`config.mk`:
```
export PLATFORM = sky130hd
export DESIGN_NAME = seq_wide_adder
export DESIGN_NICKNAME = d
export VERILOG_FILES = /design/src/rtl/seq_wide_adder.sv
export SDC_FILE = /design/constraint.sdc
export NUM_CORES = 1
export LEC_CHECK = 0
export CAP_MARGIN = 10
export CORE_MARGIN = 2
export CORE_UTILIZATION = 55
export DETAILED_ROUTE_END_ITERATION = 10
export DONT_BUFFER_PORTS = 1
export GPL_TIMING_DRIVEN = 0
export PLACE_DENSITY = 0.81
export SLEW_MARGIN = 20
export SYNTH_ARGS = -nofsm -noshare
export SYNTH_HDL_FRONTEND = slang
export SYNTH_SLANG_ARGS = --single-unit
```
`constraint.sdc`:
```
create_clock -name clk -period 2.8 [get_ports clk]
set_clock_uncertainty 0.2 [all_clocks]
set_input_delay 0.56 -clock clk [delete_from_list [all_inputs] [get_ports clk]]
set_output_delay 0.56 -clock clk [all_outputs]
set_load 0.02 [all_outputs]
```
`src/rtl/seq_wide_adder.sv`:
```
// -----------------------------------------------------------------------------
// seq_wide_adder
//
// Adds two W-bit operands (W = N*M) one N-bit slice per clock, least
// significant slice first, rippling the slice carry through a one-bit
// register.
//
// A three-state Moore FSM sequences the operation:
//   IDLE -> OP (M edges) -> DONE (one cycle) -> IDLE
//
// With start accepted at edge 0:
//   - sum and cout update at edge M
//   - done_tick is high between edges M and M+1
//   - ready is high again after edge M+1
//
// Ports
//   clk        : single clock; all state changes on its rising edge
//   reset      : asynchronous, active-high; returns to IDLE and clears all
//                registers, including sum and cout
//   start      : begin an addition; sampled only in IDLE
//   a, b       : W-bit operands, captured on the accepted start edge
//   ready      : high only in IDLE
//   done_tick  : one-cycle pulse while in DONE
//   sum        : registered (a+b) mod 2^W; holds the previous result until
//                the last OP edge
//   cout       : registered carry-out of the full W-bit addition
// -----------------------------------------------------------------------------
module seq_wide_adder #(
   parameter int N = 4,
   parameter int M = 4
) (
   input  logic           clk,
   input  logic           reset,
   input  logic           start,
   input  logic [N*M-1:0] a,
   input  logic [N*M-1:0] b,
   output logic           ready,
   output logic           done_tick,
   output logic [N*M-1:0] sum,
   output logic           cout
);

   localparam int W  = N * M;
   // One spare bit beyond what is needed to count to M-1, so the counter
   // can never wrap within an operation.
   localparam int CW = $clog2(M) + 1;
   localparam logic [CW-1:0] LAST_CNT = CW'(M - 1);

   typedef enum logic [1:0] {
      IDLE = 2'd0,
      OP   = 2'd1,
      DONE = 2'd2
   } state_t;

   state_t        state;
   state_t        state_next;

   logic          load;
   logic          step;
   logic          last;

   logic [W-1:0]  a_reg;
   logic [W-1:0]  b_reg;
   logic [W-1:0]  res_reg;
   logic          carry_reg;
   logic [CW-1:0] cnt;

   logic [N:0]    slice;
   logic [W-1:0]  res_next;

   // N-bit add of the low slices plus the carry in, returned as N+1 bits so
   // the top bit is the slice carry-out.
   function automatic logic [N:0] slice_add(input logic [N-1:0] x,
                                            input logic [N-1:0] y,
                                            input logic         c);
      slice_add = {1'b0, x} + {1'b0, y} + {{N{1'b0}}, c};
   endfunction

   assign slice = slice_add(a_reg[N-1:0], b_reg[N-1:0], carry_reg);

   // The new slice enters at the MSB end, so after M steps the first slice
   // has reached the LSB end. Written as shift-and-or so it stays legal
   // when M = 1 (no older bits to keep).
   assign res_next = (res_reg >> N) | (W'(slice[N-1:0]) << (W - N));

   always_ff @(posedge clk or posedge reset) begin
      if (reset) begin
         state <= IDLE;
      end else begin
         state <= state_next;
      end
   end

   always_comb begin
      state_next = state;
      ready      = 1'b0;
      done_tick  = 1'b0;
      load       = 1'b0;
      step       = 1'b0;
      last       = 1'b0;
      case (state)
         IDLE: begin
            ready = 1'b1;
            if (start) begin
               load       = 1'b1;
               state_next = OP;
            end
         end
         OP: begin
            step = 1'b1;
            if (cnt == LAST_CNT) begin
               last       = 1'b1;
               state_next = DONE;
            end
         end
         DONE: begin
            done_tick  = 1'b1;
            state_next = IDLE;
         end
         default: begin
            state_next = IDLE;
         end
      endcase
   end

   always_ff @(posedge clk or posedge reset) begin
      if (reset) begin
         a_reg     <= '0;
         b_reg     <= '0;
         res_reg   <= '0;
         carry_reg <= 1'b0;
         cnt       <= '0;
         sum       <= '0;
         cout      <= 1'b0;
      end else if (load) begin
         a_reg     <= a;
         b_reg     <= b;
         carry_reg <= 1'b0;
         cnt       <= '0;
      end else if (step) begin
         a_reg     <= a_reg >> N;
         b_reg     <= b_reg >> N;
         res_reg   <= res_next;
         carry_reg <= slice[N];
         cnt       <= cnt + CW'(1);
         if (last) begin
            sum  <= res_next;
            cout <= slice[N];
         end
      end
   end

endmodule
```
==> After elaboration in Yosys (flattened, before gate mapping) <==
Cells that the tools add are included.
{ "totals": {"ff_bits": 71, "input_bits": 35, "output_inout_bits": 19, "word_cells": 41} }
{ "op_classes": {"add_sub_neg": 3, "n_eq_ne": 5, "muxes": 18, "bitwise_logic": 2, "reduce_logical": 5} }
{ "op_table": {"columns": ["op", "n"], "rows": [
  ["2-to-1 mux 16 bit", 4],
  ["OR 12 x 16 -> 16 bit", 1],
  ["2-to-1 mux 1 bit", 9],
  ["2-to-1 mux 3 bit", 2],
  ["adder 4 x 4 -> 5 bit", 1],
  ["adder 5 x 1 -> 5 bit", 1],
  ["2-to-1 mux 2 bit", 2],
  ["inequality test 2 bit (second input constant)", 2],
  ["one-hot mux 2 bit (2 select lines)", 1],
  ["AND reduction 2 bit", 2],
  ["adder 3 x 1 -> 3 bit (second input constant)", 1],
  ["== test 3 x 2 -> 1 bit (second input constant)", 1],
  ["AND reduction 3 bit", 1],
  ["== test 2 x 1 -> 1 bit (second input constant)", 1],
  ["== test 2 bit (second input constant)", 1],
  ["logical NOT 2 bit", 1],
  ["nonzero test 2 bit", 1],
  ["inverter 1 bit", 1]
]} }

==> Logic depth before layout (Yosys ltp) <==
{ "depth": {"word_depth": 4, "depth_mapped": 7, "mapped_depth_nobuf": 7} }

==> Least setup slack after synthesis <==
No wires, ideal clock.
{ "synth_path": {"path_kind": "register -> register", "start": "register a_reg[0]", "end": "register carry_reg", "setup_ps": 126, "arrival_time_ps": 1496, "t_required_ps": 2474, "setup_slack_ps": 978, "stages_incl_launch_ff": 8, "path_buffers": 0, "synth_period_minus_slack_ps": 1822, "path_cell_list": "dfrtp_1 > fa_1 > inv_1 > fa_1 > inv_1 > a21o_1 > a21oi_1 > o22ai_1"} }
{ "synth_between": {"elab_chain_len": 4} }
{ "synth_rtl": {"columns": ["item", "line_no", "text"], "rows": [
  ["start: declaration", "62", "logic [W-1:0] a_reg;"],
  ["start signal: assignment", "141", "a_reg <= a_reg >> N;"],
  ["adder 4 x 4 -> 5 bit", "76", "slice_add = {1'b0, x} + {1'b0, y} + {{N{1'b0}}, c};"],
  ["adder 5 x 1 -> 5 bit", "76", null],
  ["2-to-1 mux 1 bit", "140", "end else if (step) begin"],
  ["2-to-1 mux 1 bit", "135", "end else if (load) begin"],
  ["end signal: assignment", "144", "carry_reg <= slice[N];"],
  ["end: declaration", "65", "logic carry_reg;"]
]} }
Every way passes these cells. The select of a mux whose other input is x is not followed.
A chain may end at the register's enable or synchronous reset.

==> Worst setup path in the final report <==
{ "layout_path": {"start": "register a_reg[0]", "end": "register cout"} }
{ "layout_between": {"elab_chain_len": 2} }
{ "layout_rtl": {"columns": ["item", "line_no", "text"], "rows": [
  ["adder 4 x 4 -> 5 bit", "76", null],
  ["adder 5 x 1 -> 5 bit", "76", null],
  ["end signal: assignment", "148", "cout <= slice[N];"],
  ["end: declaration", "40", "output logic cout"]
]} }
Every way passes these cells.

==> metrics.txt <==
status=complete, no violations; Netlist cell types=27; largest net degree at the start of global routing=53; FP Rows=26; routed vias=1858; Worst slew margin=71.1%; Post-synth top cells=nand2_1 (99), dfrtp_1 (67), a22oi_1 (22), o21ai_0 (17), mux2_4 (11); Post CTS Setup Buffer Count=0; die width=76.5 um; crit path from=a_reg[0]; Core ar.=5110 um^2; Post-synth EDFFs=0; area growth from synthesis to layout=11.1%; final instance area=3220 um^2; Remaining Overflow, GRT=0; Crit Reg-Reg Startpoint=a_reg[0]; Post-Syn Nets=310; Total Wirelength=5240 um; clk slew on worst S/H paths=0.07 ns; power density over the cells=1260 nW/um^2; Max Slew Vio Count=0; nets@finish=323; Worst Setup Start Kind=flip-flop; Hold WS=0.150 ns; post-route ant nets=0; I/O pins=54; CTS tree=done; LEAKAGE=1.64 nW; Crit path arrival time=1.99 ns; Worst Setup Slack, final=0.828 ns; RSZ-0062 raised after global routing=no; # port buffers=0; drt drc=0; Critical Path End Type=flip-flop; gr usage total=19.7%; Max H-tree Level=3; hold path cells=2; placed cell area=3010 um^2; mean number of vias per cell=5.22; vias in the first global route=1968; Place WS=0.838 ns; gate count of the mapped netlist=268; top-count cell post-synth=nand2_1; total power=0.00407 W; Setup CP Type=reg -> reg; clk buf depth=2; Tcrit/Tclk final=70.4%; cell taking the most area after synthesis=dfrtp_1; Syn Area/Cell=10.8 um^2; initial antenna violation count=0; Detailed Place HPWL=3730 um; Die Ht=76.5 um; Final Hold Fails=0; VDD IR max=0.635 mV; hold path start=a[12]; Slew @ Worst Pin=0.433 ns; R2R depth=7; top cells by area, synth=dfrtp_1 (58%), nand2_1 (13%), a22oi_1 (5.7%), mux2_4 (5.7%), o21ai_0 (2.9%); predominant post-synthesis flop cell=dfrtp_1; ant diodes=0; clock sinks=67; crit path time final=1.97 ns; Initial DRC Count=89; ys async rst share=100%; Num CTS Buffers=9; drt pass-1 iters=4; Hold Crit Class=in -> reg; Max Cap Violations=0; crit path max fanout=2; share of layout cells above drive strength 1=17.1%; RD Place Congestion=0.752; Mapped Area=2890 um^2; Initial Util=56.7%; drt wl/cell=14.7 um; CP Data Required Time=2.82 ns; number of synthesized register bits=67; Resized cells post-CTS=0; die area=5860 um^2; clock latency reported for the late side of the worst-skew pair=0.33 ns; synthesis warning total=0; first-pass GRT wire length=9010 um; sequential share of the synthesized area=57.9%; maximum clock rate=507 MHz; clk root buf=clkbuf_8; Synth top area share=57.9%; Setup violations, final=0
==> worst paths after layout <==
check / end / slack (ns)
worst max-delay path: cout / 0.83
worst min-delay path: a_reg[12] / 0.15
worst max register to register: cout / 0.83
worst min register to register: res_reg[6] / 0.27
max in group asynchronous: b_reg[2] / 1.46
min in group asynchronous: sum[7] / 0.43
==> metrics by stage <==
stage / std cells / utilization (%) / TNS [ns]
floorplan: 268 / - / 0
global placement: 338 / 58.4 / -17.36
detailed placement: 339 / 59.0 / 0
CTS: 356 / 63.0 / 0
global route: 356 / 63.0 / 0
finish: 356 / 63.0 / 0
==> worst max-delay path, cell delays in order (launching register included) <==
cell	delay, ns
dfrtp_1	0.43
fa_1	0.45
inv_1	0.08
fa_1	0.20
inv_1	0.05
a21o_1	0.16
a21oi_1	0.19
o21ai_0	0.10
==> cell usage in the layout, fill, tap and decap left out, types with 3 or more instances in the layout <==
cell      Yosys  final
dfrtp_1      67     67
clkinv_2      0      3
buf_4         6      6
nand2_1      99     99
mux2_4       11     11
a22oi_1      22     22
ha_1          5      5
clkbuf_8      0     10
buf_2         6      6
buf_6         3      3
o21ai_0      17     17
inv_1         7      6
==> where the power goes <==
group	total [W]	switching (W)	internal, W
clock	0.000773	0.000342	0.000431
combinational	0.00146	0.000796	0.000661
sequential	0.00184	0.000429	0.00141
==> layout make-up <==
cell class	instances	area [um^2]
Timing Repair Buffer	2	37.5
Clock buffer	11	141
Sequential cell	67	1680
Fill cell	425	1890
Clock inverter	5	52.6
Multi-Input combinational cell	178	1080
Tap cell	70	87.6
Buffer	16	113
Inverter	7	28.8
==> timing repair <==
action | in CTS | in global routing
setup endpoints to repair | 0 | 0
hold endpoints to repair | 15 | 0
hold buffers | 1 | 0
==> layer usage <==
layer  part of all wire, %  routed length [um]  GRT usage (%)
met1                    43                2230           23.8
met2                    48                2510           32.0
met3                   7.4                 389           6.99
met4                   2.1                 109           8.73
met5                     0                   0              0
==> cell families after synthesis <==
group	count (synthesis)	synth area share [%]
XOR/XNOR	2	0.605
multiplexers	13	6.49
flip-flops	67	57.9
adder cells (fa/ha/maj)	7	3.55
buffers and inverters	23	4.80
AND/OR/NAND/NOR	108	15.7
AO/OA/AOI/OAI	48	10.9
Note: power is estimated with default switching activity, not from simulation.
